**config.mk**
```make
export PLATFORM = sky130hd
export DESIGN_NAME = simple_bus_initiator_parity
export DESIGN_NICKNAME = d
export VERILOG_FILES = /design/src/rtl/simple_bus_initiator_parity.sv
export SDC_FILE = /design/constraint.sdc
export NUM_CORES = 1
export LEC_CHECK = 0
export CAP_MARGIN = 20
export CORE_MARGIN = 2
export CORE_UTILIZATION = 44
export DETAILED_ROUTE_END_ITERATION = 10
export GPL_TIMING_DRIVEN = 0
export PLACE_DENSITY = 0.81
export SLEW_MARGIN = 15
export SYNTH_ARGS = -nofsm -noshare
export SYNTH_HDL_FRONTEND = slang
export SYNTH_SLANG_ARGS = --single-unit
```
**constraint.sdc**
```tcl
create_clock -name ACLK -period 2.2 [get_ports ACLK]
set_clock_uncertainty 0.05 [all_clocks]
set_input_delay 0.55 -clock ACLK [delete_from_list [all_inputs] [get_ports ACLK]]
set_output_delay 0.55 -clock ACLK [all_outputs]
set_load 0.1 [all_outputs]
```
**src/rtl/simple_bus_initiator_parity.sv**
```systemverilog
// simple_bus_initiator_parity
//   Initiator end of the SIMPLE_TOP bus. Each accepted host command becomes either
//   a write-address + write-data pair of transfers or a read-address transfer
//   followed by a wait for read data. One transaction is in flight at a time, and
//   every transaction ends with a response held on RSP_* until the host takes it.
//   Every outgoing payload carries a parity bit. Returning read data is checked
//   against its parity bit. A mismatch is flagged on RSP_ERR. When enabled, it is
//   also pulsed on the dual-rail pair ERR_RDATA_PARITY / ERR_RDATA_PARITY_B.
//
// Optional feature (macro SIMPLE_INIT_TIMEOUT_EN):
//   When defined, a read that waits RD_TIMEOUT cycles in RD_WAIT without data is
//   abandoned. It completes with RSP_ERR=1 and RSP_RDATA=0. When undefined,
//   RD_WAIT waits indefinitely.
//
// Ports:
//   ACLK, RESETN_ACLK              clock, synchronous active-low reset
//   CMD_VALID/READY/WRITE/ADDR/WDATA   host command
//   RSP_VALID/READY/WRITE/RDATA/ERR    host response
//   WADDR_*, WDATA_*, RADDR_*      outgoing channels (valid/data/parity, ready in)
//   RDATA_VALID/DATA/PARITY, RDATA_READY   returning read data
//   ENERR_RDATA_PARITY             enables the error pulse
//   FIERR_WADDR_PARITY             inverts WADDR_PARITY while high
//   ERR_RDATA_PARITY, ERR_RDATA_PARITY_B   one-cycle error pulse, dual rail
module simple_bus_initiator_parity #(
  parameter bit PARITY_ODD = 1'b0,
  parameter int RD_TIMEOUT = 255
) (
  input  logic        ACLK,
  input  logic        RESETN_ACLK,
  input  logic        CMD_VALID,
  output logic        CMD_READY,
  input  logic        CMD_WRITE,
  input  logic [31:0] CMD_ADDR,
  input  logic [63:0] CMD_WDATA,
  output logic        RSP_VALID,
  input  logic        RSP_READY,
  output logic        RSP_WRITE,
  output logic [63:0] RSP_RDATA,
  output logic        RSP_ERR,
  output logic        WADDR_VALID,
  output logic [31:0] WADDR_DATA,
  output logic        WADDR_PARITY,
  input  logic        WADDR_READY,
  output logic        WDATA_VALID,
  output logic [63:0] WDATA_DATA,
  output logic        WDATA_PARITY,
  input  logic        WDATA_READY,
  output logic        RADDR_VALID,
  output logic [31:0] RADDR_DATA,
  output logic        RADDR_PARITY,
  input  logic        RADDR_READY,
  input  logic        RDATA_VALID,
  input  logic [63:0] RDATA_DATA,
  input  logic        RDATA_PARITY,
  output logic        RDATA_READY,
  input  logic        ENERR_RDATA_PARITY,
  input  logic        FIERR_WADDR_PARITY,
  output logic        ERR_RDATA_PARITY,
  output logic        ERR_RDATA_PARITY_B
);

  typedef enum logic [2:0] {
    S_IDLE    = 3'd0,
    S_WR_ADDR = 3'd1,
    S_WR_DATA = 3'd2,
    S_RD_ADDR = 3'd3,
    S_RD_WAIT = 3'd4,
    S_RSP     = 3'd5
  } state_t;

  state_t      state_q, state_d;
  logic        cmd_ready_q, cmd_ready_d;
  logic        waddr_valid_q, waddr_valid_d;
  logic        wdata_valid_q, wdata_valid_d;
  logic        raddr_valid_q, raddr_valid_d;
  logic        rdata_ready_q, rdata_ready_d;
  logic        rsp_valid_q, rsp_valid_d;
  logic        rsp_write_q, rsp_write_d;
  logic        rsp_err_q, rsp_err_d;
  logic [63:0] rsp_rdata_q, rsp_rdata_d;
  logic [31:0] waddr_q, waddr_d;
  logic [63:0] wdata_q, wdata_d;
  logic [31:0] raddr_q, raddr_d;
  logic        err_q, err_d;
  logic        err_b_q, err_b_d;
  logic        rdata_mismatch;

`ifdef SIMPLE_INIT_TIMEOUT_EN
  localparam logic [15:0] RD_LIMIT = 16'(RD_TIMEOUT);
  logic [15:0] cnt_q, cnt_d;
`endif

  // Expected parity of the incoming beat under the configured sense.
  assign rdata_mismatch = RDATA_PARITY != ((^RDATA_DATA) ^ PARITY_ODD);

  always_comb begin
    state_d       = state_q;
    cmd_ready_d   = cmd_ready_q;
    waddr_valid_d = waddr_valid_q;
    wdata_valid_d = wdata_valid_q;
    raddr_valid_d = raddr_valid_q;
    rdata_ready_d = rdata_ready_q;
    rsp_valid_d   = rsp_valid_q;
    rsp_write_d   = rsp_write_q;
    rsp_err_d     = rsp_err_q;
    rsp_rdata_d   = rsp_rdata_q;
    waddr_d       = waddr_q;
    wdata_d       = wdata_q;
    raddr_d       = raddr_q;
    err_d         = 1'b0;
`ifdef SIMPLE_INIT_TIMEOUT_EN
    cnt_d         = cnt_q;
`endif

    unique case (state_q)
      S_IDLE: begin
        if (CMD_VALID && cmd_ready_q) begin
          cmd_ready_d = 1'b0;
          if (CMD_WRITE) begin
            waddr_d       = CMD_ADDR;
            wdata_d       = CMD_WDATA;
            waddr_valid_d = 1'b1;
            state_d       = S_WR_ADDR;
          end else begin
            raddr_d       = CMD_ADDR;
            raddr_valid_d = 1'b1;
            state_d       = S_RD_ADDR;
          end
        end
      end

      S_WR_ADDR: begin
        if (WADDR_READY) begin
          waddr_valid_d = 1'b0;
          wdata_valid_d = 1'b1;
          state_d       = S_WR_DATA;
        end
      end

      S_WR_DATA: begin
        if (WDATA_READY) begin
          wdata_valid_d = 1'b0;
          rsp_valid_d   = 1'b1;
          rsp_write_d   = 1'b1;
          rsp_err_d     = 1'b0;
          rsp_rdata_d   = '0;
          state_d       = S_RSP;
        end
      end

      S_RD_ADDR: begin
        if (RADDR_READY) begin
          raddr_valid_d = 1'b0;
          rdata_ready_d = 1'b1;
          state_d       = S_RD_WAIT;
`ifdef SIMPLE_INIT_TIMEOUT_EN
          cnt_d         = '0;
`endif
        end
      end

      S_RD_WAIT: begin
        // A beat takes priority over a timeout that expires in the same cycle.
        if (RDATA_VALID) begin
          rdata_ready_d = 1'b0;
          rsp_valid_d   = 1'b1;
          rsp_write_d   = 1'b0;
          rsp_rdata_d   = RDATA_DATA;
          rsp_err_d     = rdata_mismatch;
          err_d         = rdata_mismatch & ENERR_RDATA_PARITY;
          state_d       = S_RSP;
        end
`ifdef SIMPLE_INIT_TIMEOUT_EN
        else begin
          cnt_d = cnt_q + 16'd1;
          // Abort at the end of the RD_TIMEOUT-th wait cycle.
          if (cnt_d == RD_LIMIT) begin
            rdata_ready_d = 1'b0;
            rsp_valid_d   = 1'b1;
            rsp_write_d   = 1'b0;
            rsp_rdata_d   = '0;
            rsp_err_d     = 1'b1;
            state_d       = S_RSP;
          end
        end
`endif
      end

      S_RSP: begin
        if (RSP_READY) begin
          rsp_valid_d = 1'b0;
          cmd_ready_d = 1'b1;
          state_d     = S_IDLE;
        end
      end

      default: begin
        state_d       = S_IDLE;
        cmd_ready_d   = 1'b1;
        waddr_valid_d = 1'b0;
        wdata_valid_d = 1'b0;
        raddr_valid_d = 1'b0;
        rdata_ready_d = 1'b0;
        rsp_valid_d   = 1'b0;
      end
    endcase

    err_b_d = ~err_d;
  end

  always_ff @(posedge ACLK) begin
    if (!RESETN_ACLK) begin
      state_q       <= S_IDLE;
      cmd_ready_q   <= 1'b1;
      waddr_valid_q <= 1'b0;
      wdata_valid_q <= 1'b0;
      raddr_valid_q <= 1'b0;
      rdata_ready_q <= 1'b0;
      rsp_valid_q   <= 1'b0;
      rsp_write_q   <= 1'b0;
      rsp_err_q     <= 1'b0;
      rsp_rdata_q   <= '0;
      waddr_q       <= '0;
      wdata_q       <= '0;
      raddr_q       <= '0;
      err_q         <= 1'b0;
      err_b_q       <= 1'b1;
`ifdef SIMPLE_INIT_TIMEOUT_EN
      cnt_q         <= '0;
`endif
    end else begin
      state_q       <= state_d;
      cmd_ready_q   <= cmd_ready_d;
      waddr_valid_q <= waddr_valid_d;
      wdata_valid_q <= wdata_valid_d;
      raddr_valid_q <= raddr_valid_d;
      rdata_ready_q <= rdata_ready_d;
      rsp_valid_q   <= rsp_valid_d;
      rsp_write_q   <= rsp_write_d;
      rsp_err_q     <= rsp_err_d;
      rsp_rdata_q   <= rsp_rdata_d;
      waddr_q       <= waddr_d;
      wdata_q       <= wdata_d;
      raddr_q       <= raddr_d;
      err_q         <= err_d;
      err_b_q       <= err_b_d;
`ifdef SIMPLE_INIT_TIMEOUT_EN
      cnt_q         <= cnt_d;
`endif
    end
  end

  assign CMD_READY          = cmd_ready_q;
  assign RSP_VALID          = rsp_valid_q;
  assign RSP_WRITE          = rsp_write_q;
  assign RSP_RDATA          = rsp_rdata_q;
  assign RSP_ERR            = rsp_err_q;
  assign WADDR_VALID        = waddr_valid_q;
  assign WADDR_DATA         = waddr_q;
  assign WDATA_VALID        = wdata_valid_q;
  assign WDATA_DATA         = wdata_q;
  assign RADDR_VALID        = raddr_valid_q;
  assign RADDR_DATA         = raddr_q;
  assign RDATA_READY        = rdata_ready_q;
  assign ERR_RDATA_PARITY   = err_q;
  assign ERR_RDATA_PARITY_B = err_b_q;

  // Parity is derived from the held payload registers. The fault-inject input
  // only touches the write-address channel.
  assign WADDR_PARITY = (^waddr_q) ^ PARITY_ODD ^ FIERR_WADDR_PARITY;
  assign WDATA_PARITY = (^wdata_q) ^ PARITY_ODD;
  assign RADDR_PARITY = (^raddr_q) ^ PARITY_ODD;

endmodule

```
; ---- Word-level counts from Yosys, hierarchy flattened
; Index checks and enable logic that the tools add are counted.
[word_totals]
reg_bits = 205
input_bits = 172
out_inout_bits = 205
wordCells = 99
[op_classes]
n_eq_ne = 14
n_mux = 37
n_bitwise = 10
n_reduce_logical = 23
[op_table]
columns = op, n
row1 = $mux 64, 2
row2 = $pmux 64 s2, 1
row3 = $reduce_xor 64->1, 2
row4 = $reduce_xor 32->1, 2
row5 = $reduce_or 4->1, 5
row6 = $mux 1, 18
row7 = $mux 3, 6
row8 = $pmux 3 s6, 1
row9 = $reduce_and 3->1, 6
row10 = $ne 2x2->1 const B, 8
row11 = $pmux 1 s3, 5
row12 = $reduce_and 4->1, 3
row13 = $not 1->1, 8
row14 = $eq 3x2->1 const B, 2
row15 = $eq 3x3->1 const B, 2
row16 = $reduce_and 6->1, 1
row17 = $pmux 1 s2, 2
row18 = $pmux 1 s4, 1
row19 = $eq 3x1->1 const B, 1
row20 = $logic_not 3->1, 1
row21 = $reduce_or 3->1, 1
row22 = $mux 2, 1
row23 = $reduce_bool 2->1, 1
row24 = $and 1x1->1, 1
row25 = 3 further kinds, 3

; ---- Depth between registers and ports, before layout
; Gate-level depths: netlist of run 1.
[logic_depth]
word_depth = 6
ltp_mapped = 9
mapped_depth_nobuf = 7

; ---- Worst setup path before layout of run 1
; No wires, ideal clock.
[synth_path]
kind = register -> output
from = register wdata_q[28] (netlist: WDATA_DATA[28])
to = output WDATA_PARITY
arrival_ns = 3.342
t_required_ns = 1.600
setup_slack_ns = -1.742
path_stages_with_launch = 7
cell_sequence = dfxtp_1 > xnor2_1 > xnor2_1 > xnor2_1 > xnor2_1 > xnor2_1 > xnor2_1
[synth_via]
elab_chain_len = 1
[synth_lines]
columns = item, line_no
row1 = from (decl), 82  ; logic [63:0] wdata_q, wdata_d;
row2 = from (signal assigned), 243  ; wdata_q <= wdata_d;
row3 = $reduce_xor 64->1, 271  ; assign WDATA_PARITY = (^wdata_q) ^ PARITY_ODD;
row4 = to (decl), 46  ; output logic WDATA_PARITY,
; No other way between the ends.

; ---- Final worst setup path of run 1
[layout_path]
from = register wdata_q[43] (netlist: WDATA_DATA[43])
to = output WDATA_PARITY
; The elaborated chain is that of the path after synthesis.

==> results.cfg, run 1 <==
[floorplanning]
die_x_microns = 151
rows = 53
initial_utilization = 0.449
fp.coreArea_sq_um = 21100
die_y_microns = 151
num_io_pins = 377
dieArea_sq_um = 22700

[synthesis]
synthCells = 1118
yosysUniqueCellTypes = 37
synthArstFlopShare = 0
ys.flop_type = dfxtp_1
syn_avg_cell_area_sq_um = 8.46
ys_seq_area_frac = 0.434
synth_edf_count = 0
syn_area_sq_um = 9460
ys_warn_count = 0
ys_ff_latch = 205
syn_nets = 1290

[cells_and_area]
final_area_sq_um = 15600
final_cell_mix = 332 x nand2_1, 201 x clkdlybuf4s15_2, 179 x a21boi_0
final_cells = 1821
areaGrowthSynthToFinish_pct = 64.6
antenna_cells = 0
fillers = 1534
drive_gt1_frac = 0.303
nets = 1700
final_common_cell = nand2_1

[routing]
wl_per_cell_microns = 18.3
first_pass_iters = 7
vias = 9237
drcViolationCount = 0
drt-vias-per-instance = 5.07
drt-total-wl_microns = 33400
antenna_left = 0
drt_iter0_markers = 410

[timing]
fin_crit_ns = 2.86
tns_ns = -1.72
setup_ws_ns = -0.659
timing.final.hold_violations = 0
rsz0062_at_grt = true
max_freq_mhz = 350
worstMarginPinSlew_ns = 0.685
max_slew_margin = 0.543
drv_slew = 0
finalSetupViolCount = 3
fin_crit_sh = 1.30

[pwr]
total_power_w = 0.0213
intPower_w = 0.0110
irDropWorstVdd_mv = 2.32
p_seq_frac = 0.215
power.density_nw_per_um2 = 1370
swShare = 0.482
p_leak_nw = 5.41
clkPwrFrac = 0.187
p_comb_frac = 0.598
power.switching_w = 0.0103

[critical_path]
max_stage_delay_ns = 0.36
timing.rr.end = RSP_RDATA[39]
critPathArrivalTime_ns = 2.26
crit_fanout = 3
cp_common_cell = xnor2_1
worstRegToRegCells = 7
required_ns = 1.60
crit_type = flop to output port
crit_chain = xnor2_2 -> xnor2_1 -> xnor2_1 -> xnor2_1 -> xnor2_2 -> xnor2_4 -> buf_12
crit_path_end_kind = output port
cp_top_family = XOR/XNOR gates
r2r_slack_ns = 0.14
critPathSlowestCell = dfxtp_4
r2r_start = state_q[0]
cp-start-kind = flop
critical_path_buf_inv_count = 1

[hold_path]
hp-start = RDATA_DATA[43]
hold_end = RSP_RDATA[43]
holdPathStages = 3
holdCritPathClass = input pin to flop

[clock_tree]
cts-root-buf = clkbuf_16
clockBufferDepth = 3
ctsHtreeMaxLevel = 1
cts-hold-fix-buffers = 0
cts_buffers = 24
clock_latency_ns = 0.51
cts.sinks = 205
cts_tree = built
clk_pin_slew_ns = 0.06

[global_routing]
antenna_found_initial = 0
gr-total-overflow = 0
grt_pass1_wl_microns = 49400
grt_start_max_net_pins = 14
grt_pass1_vias = 9233
track_usage = 0.277

[placed_design]
dpl.cell_count = 1769
place_hpwl_microns = 25200
place.gp.congestion = 0.871
numPortBuffers = 376
place_area_sq_um = 14100

[run_status]
status = finished with violations
violations = negative setup slack

[run]
cap_viol_max_count = 0
[timing repair]
item                                    in CTS  in global routing
pin swaps                                   31                 40
gates resized for setup                    661                 71
endpoints found under the setup margin     351                121
endpoints found under the hold margin        0                  0
setup buffers                                6                  3
[power by group through the flow]
stage,Combinational [W],Clock (W),Sequential [W]
global placement,0.00929,0,0.00460
finish,0.0127,0.00398,0.00457
floorplan,0.00567,0,0.00718
detailed placement,0.00938,0,0.00462
CTS,0.0126,0.00404,0.00455
global route,0.0132,0.00419,0.00462
[sequential cells by signal (all words and copies together), names as in the netlist, 3 cells and up]
| register | cells |
|---|---|
| RSP_RDATA | 64 |
| WDATA_DATA | 64 |
| RADDR_DATA | 32 |
| WADDR_DATA | 32 |
| state_q | 3 |
[logic make-up (layout without fill, tap and decap cells)]
logic type                count (synthesis)  in the layout  synth area share
DFF                                     205            205             0.434
muxes                                     1              1           0.00106
buffers and inverters                    78            506            0.0336
AOI/OAI and AO/OA                       217            217             0.169
and+or+nand+nor                         428            428             0.186
xor gates and xnor gates                189            189             0.176
[area by class of cell]
| class | instances | area, sq um | area share |
|---|---|---|---|
| Inverter | 3 | 15.0 | 0.000964 |
| Tap cell | 275 | 344 | 0.0221 |
| Sequential cell | 205 | 4580 | 0.294 |
| Timing Repair Buffer | 385 | 4140 | 0.266 |
| Multi-Input combinational cell | 835 | 5350 | 0.344 |
| Clock buffer | 36 | 759 | 0.0488 |
| Buffer | 74 | 339 | 0.0218 |
| Clock inverter | 8 | 43.8 | 0.00281 |
[per-layer routing]
metal | vias to the layer above | share of wire | global-route usage
met2 | 362 | 0.50 | 0.490
met1 | 4331 | 0.38 | 0.320
li1 | 4472 | - | -
met3 | 72 | 0.086 | 0.0806
met4 | 0 | 0.034 | 0.0949
met5 | - | 0 | 0
[stage by stage]
step	hold slack (ns)	worst slack (ns)	util
floorplan	0.565	-0.368	-
global placement	0.397	-1.56	0.670
detailed placement	0.405	-1.58	0.670
CTS	0.401	-0.684	0.727
global route	0.323	-0.753	0.738
finish	0.312	-0.659	0.738
[worst max-delay path by stage]
| stage | from | endpoint | slack, ns | cells past startpoint |
|---|---|---|---|---|
| after global routing | WDATA_DATA[43] | WDATA_PARITY | -0.75 | 7 |
| after CTS | WADDR_DATA[8] | WADDR_PARITY | -0.68 | 7 |
| after global placement | FIERR_WADDR_PARITY | WADDR_PARITY | -1.56 | 8 |
| after detailed placement | FIERR_WADDR_PARITY | WADDR_PARITY | -1.58 | 8 |
| final | WDATA_DATA[43] | WDATA_PARITY | -0.66 | 7 |
| after floorplan | WDATA_DATA[33] | WDATA_PARITY | -0.37 | 6 |
[synth_stat cells (2+ instances only)]
library cell	instances	share of area
nand3_1	66	0.035
nor3_1	2	0.0011
nand2_1	333	0.13
a21oi_1	11	0.0058
inv_1	2	0.00079
buf_2	17	0.0090
xor2_1	21	0.019
a31oi_1	3	0.0020
xnor2_1	167	0.15
dfxtp_1	205	0.43
clkbuf_1	48	0.019
a21boi_1	15	0.012
nand2b_1	4	0.0026
a21boi_0	179	0.14
nor2_1	9	0.0036
buf_1	9	0.0036
nor3b_1	2	0.0016
nor2b_1	4	0.0026
o21ai_0	3	0.0016
[worst reg2reg max path: stages, from the launching register on]
cell	delay [ns]
dfxtp_1	0.29
clkbuf_1	0.18
or2_4	0.35
nor2_1	0.12
buf_2	0.24
buf_1	0.40
nand3_1	0.13
a21boi_0	0.21
Power figures use the tool's default switching activity.
==> run 2, diff against run 1 <==
--- a/config.mk
+++ b/config.mk
@@ -9,6 +9,7 @@
 export CORE_MARGIN = 2
 export CORE_UTILIZATION = 44
 export DETAILED_ROUTE_END_ITERATION = 10
+export GPL_ROUTABILITY_DRIVEN = 0
 export GPL_TIMING_DRIVEN = 0
 export PLACE_DENSITY = 0.81
 export SLEW_MARGIN = 15
==> results of run 2 <==
No change in the layout: final DEF, timing and power equal those of run 1.
==> RTL change 1 (flow settings as in run 2) <==
Set the parameter `PARITY_ODD` to 1'b1 (it was 1'b0).
--- a/src/rtl/simple_bus_initiator_parity.sv
+++ b/src/rtl/simple_bus_initiator_parity.sv
@@ -22,7 +22,7 @@
 //   FIERR_WADDR_PARITY             inverts WADDR_PARITY while high
 //   ERR_RDATA_PARITY, ERR_RDATA_PARITY_B   one-cycle error pulse, dual rail
 module simple_bus_initiator_parity #(
-  parameter bit PARITY_ODD = 1'b0,
+  parameter bit PARITY_ODD = 1'b1,
   parameter int RD_TIMEOUT = 255
 ) (
   input  logic        ACLK,
Check against the original RTL: not equivalent (Yosys sat finds a counterexample within 4 cycles, from zero or initial values and one cycle with RESETN_ACLK low).
==> RTL change 1 against run 2 <==
  * The flow still finishes with violations (negative setup slack)
  * Cell area shrank 0.51%
  * Sequential power shrank 2%
  * Synthesized area shrank 0.58%
  * Critical path depth grew 1
  * Sequential cell count is the same
  * Total power shrank 4.3%
  * Setup slack gained 0.030 ns
  * Non-clock buffer count shrank 6
  * Routed wire length shrank 0.87%
==> RTL change 1: results (changes against run 2) <==
- Outcome: finished with violations
- Vias in the first global route: 9228 (-0.054%)
- Multi-In Gates: 831 (-0.48%)
- TNS Setup: -1.680 ns (+0.04032 ns)
- Drt wl/cell: 18.28 um (-0.32%)
- Sequential power share: 22.1% (+0.6 points)
- First-pass DRT Iterations: 5 (-2)
- GRT Overall Usage: 27.85% (+0.12 points)
- Slowest cell on the critical path: clkdlybuf4s50_1
- Met3 wire len: 2807 um (-2.0%)
- Global-route wire length before repair: 49100 um (-0.64%)
- Slew HR: 48.34% (-6.0 points)
- Worst Hold Endpoint: RSP_RDATA[21]
- Clock-cell share of area: 4.702% (-0.46 points)
- Final HPWL DP: 24960 um (-0.78%)
- Synth unique cells: 35 (-5.4%)
- DR iter-0 viols: 418 (+2.0%)
- Nets: 1688 (-0.71%)
- Slack of the critical path: -0.6292 ns (+0.03022 ns)
- Seq/total area: 29.55% (+0.15 points)
- DP Area: 0.01406 mm2 (-0.39%)
- Failing checks: negative setup slack
- Final Cell Area: 0.01549 mm2 (-0.51%)
- Met1 Wirelength: 12490 um (-1.9%)
- Grt met1 use: 31.17% (-0.83 points)
- Setup Viol. Count Final: 3 (unchanged)
- Cts bufs inserted: 23 (-4.2%)
- Clock network power share: 18.3% (-0.4 points)
- Vias/cell: 5.115 (+0.85%)
==> RTL change 1: cell count changes in the layout (fill, tap and decap cells not counted), sizes merged, moves of 3 or more <==
cell / before / now
buf: 33 / 20
clkinv: 8 / 5
clkbuf: 90 / 96
nor2b: 4 / 1
a21oi: 11 / 7
diode: 0 / 4
dlygate4sd2: 9 / 12
nand2b: 4 / 1
==> RTL change 1: worst max path at each step <==
stage,start,cells after the start,endpoint
global placement,FIERR_WADDR_PARITY,8,WADDR_PARITY
detailed placement,FIERR_WADDR_PARITY,8,WADDR_PARITY
floorplan,WDATA_DATA[33],6,WDATA_PARITY
global route,WDATA_DATA[45],7,WDATA_PARITY
finish,FIERR_WADDR_PARITY,8,WADDR_PARITY
CTS,WADDR_DATA[14],7,WADDR_PARITY
==> RTL change 1: through the flow <==
stage	worst slack, ns	hold slack [ns]	instances	utilization, %
finish	-0.6292	0.3291	1811	73.68
global route	-0.7551	0.3316	1809	73.66
CTS	-0.6973	0.4116	1806	72.66
detailed placement	-1.567	0.4039	1763	66.91
global placement	-1.548	0.3971	1763	66.91
floorplan	-0.3679	0.5704	1112	-
==> RTL change 1: cell families (layout without fill, tap and decap cells) <==
kind of cell | Yosys count | count (layout) | share of synthesized area [%]
compound gates | 214 | 214 | 16.86
other cells | 0 | 4 | 0
simple gates | 425 | 425 | 18.32
buf+inv | 76 | 496 | 3.126
mux | 3 | 3 | 0.3193
xor+xnor | 189 | 189 | 17.75
flops | 205 | 205 | 43.63
==> RTL change 1: timing repair <==
action | CTS | global route
setup buffers | 3 | 1
pin swaps | 33 | 23
resized for setup | 685 | 57
setup endpoints to repair | 385 | 147
endpoints found under the hold margin | 0 | 0
==> RTL change 1: worst max-delay path: cells and delay by family <==
family / cells / cell delay, ns
buffers and inverters: 2 / 0.67
xor gates and xnor gates: 6 / 1.00
==> RTL change 2 (config.mk and constraints of run 2) <==
Made on the original files. Encoding of `state_t`: now one-hot (6 bits for 6 states).
--- a/src/rtl/simple_bus_initiator_parity.sv
+++ b/src/rtl/simple_bus_initiator_parity.sv
@@ -59,13 +59,13 @@
   output logic        ERR_RDATA_PARITY_B
 );
 
-  typedef enum logic [2:0] {
-    S_IDLE    = 3'd0,
-    S_WR_ADDR = 3'd1,
-    S_WR_DATA = 3'd2,
-    S_RD_ADDR = 3'd3,
-    S_RD_WAIT = 3'd4,
-    S_RSP     = 3'd5
+  typedef enum logic [5:0] {
+    S_IDLE    = 6'b000001,
+    S_WR_ADDR = 6'b000010,
+    S_WR_DATA = 6'b000100,
+    S_RD_ADDR = 6'b001000,
+    S_RD_WAIT = 6'b010000,
+    S_RSP     = 6'b100000
   } state_t;
 
   state_t      state_q, state_d;
Check against the original RTL: same outputs for any inputs over 4 cycles, from zero or initial values and one cycle with RESETN_ACLK low; so few cycles prove little.
==> RTL change 2 against run 2 <==
  * The flow still finishes with violations (negative setup slack)
  * Setup slack improved by 0.036 ns
  * Critical path depth unchanged
  * Hold slack improved by 0.0087 ns
  * Total power decreased by 22%
  * Routed wire length decreased by 2.3%
  * Global-route usage increased by 0.79 points
  * Clock power decreased by 2%
  * Synthesized area decreased by 5.6%
  * Sequential cell count increased by 3
  * Cell area decreased by 2.9%
==> RTL change 2: results (changes against run 2) <==
- Outcome: finished with violations
- Failing checks: negative setup slack
- Top post-synthesis cells by count: 266 x nand2_1, 208 x dfxtp_1, 172 x xnor2_1, 134 x a21oi_1, 80 x nor2_1
- Final HPWL DP: 23710 um (-5.7%)
- Peak supply drop: 1.959 mV (-16%)
- First-pass DRT Iterations: 5 (-2)
- Hold WS: 0.3203 ns (+0.008700 ns)
- Grt met1 use: 32.18% (+0.18 points)
- Pre-CTS WS: -1.672 ns (-0.08921 ns)
- GRT Overall Usage: 28.52% (+0.79 points)
- Largest net degree at the start of global routing: 15 (+1)
- Nets: 1634 (-3.9%)
- Measured slew at the worst slew-check pin: 0.6675 ns (-0.01734 ns)
- Share of layout cells above drive strength 1: 32.34% (+2.1 points)
- Post-CTS Repair Setup Buffers: 2 (-4)
- DP Area: 0.01358 mm2 (-3.8%)
- Seq/Total Area, Yosys: 46.63% (+3.2 points)
- Final wirelength: 32610 um (-2.3%)
- Number of filler cells placed in the layout: 1378 (-10%)
- Slack of the critical path: -0.6238 ns (+0.03557 ns)
- Worst Hold Endpoint: RSP_RDATA[1]
- Setup Viol. Count Final: 3 (unchanged)
- Met1 Wirelength: 11980 um (-5.9%)
- Worst R2R Setup Slack: 0.09 ns (-0.05 ns)
- Synth area leaders: dfxtp_1 47%, xnor2_1 17%, nand2_1 11%, a21oi_1 7.5%, a22oi_1 5.4%
- Met3 wire len: 2775 um (-3.1%)
- Hold Path Origin: RDATA_DATA[1]
- Static leakage: 5.199 nW (-3.9%)
- Met2 WL: 16860 um (+1.2%)
- DR iter-0 viols: 500 (+22%)
- TNS Setup: -1.672 ns (+0.04814 ns)
- Dpl cells: 1709 (-3.4%)
- Xor/xnor share of the synthesized area: 19.08% (+1.4 points)
- GR Util met3: 7.125% (-0.94 points)
- Post-synthesis mux area share: 0% (-0.11 points)
- Worst setup startpoint: WDATA_DATA[40]
-- RTL change 2: cell count changes in the layout (fill, tap and decap cells not counted), moves of 13 or more --
cell | before | now
a21boi_0 | 179 | 0
nor2_1 | 9 | 74
a21oi_1 | 11 | 134
nand3_1 | 66 | 3
a21boi_1 | 15 | 0
xnor2_2 | 31 | 48
a22oi_1 | 1 | 62
nand2_1 | 332 | 266
xnor2_1 | 133 | 120
clkbuf_2 | 24 | 7
dlymetal6s2s_1 | 16 | 2
-- RTL change 2: layout make-up --
type	instances	area [um2]	share of cell area (%)
plain buffers	64	294.0	1.944
clock buffers	33	674.4	4.459
clock inverters	8	91.34	0.6039
inverters	5	18.77	0.1241
multi-input cells	780	5011	33.13
flip-flops and latches	208	4644	30.71
well taps	270	337.8	2.234
repair buffers	380	4053	26.80
-- RTL change 2: power by group --
part	internal [mW]	total (mW)	switching, mW
registers	4.01	4.29	0.283
logic	3.11	8.32	5.22
clock network	2.36	3.92	1.56
total	9.47	16.5	7.06
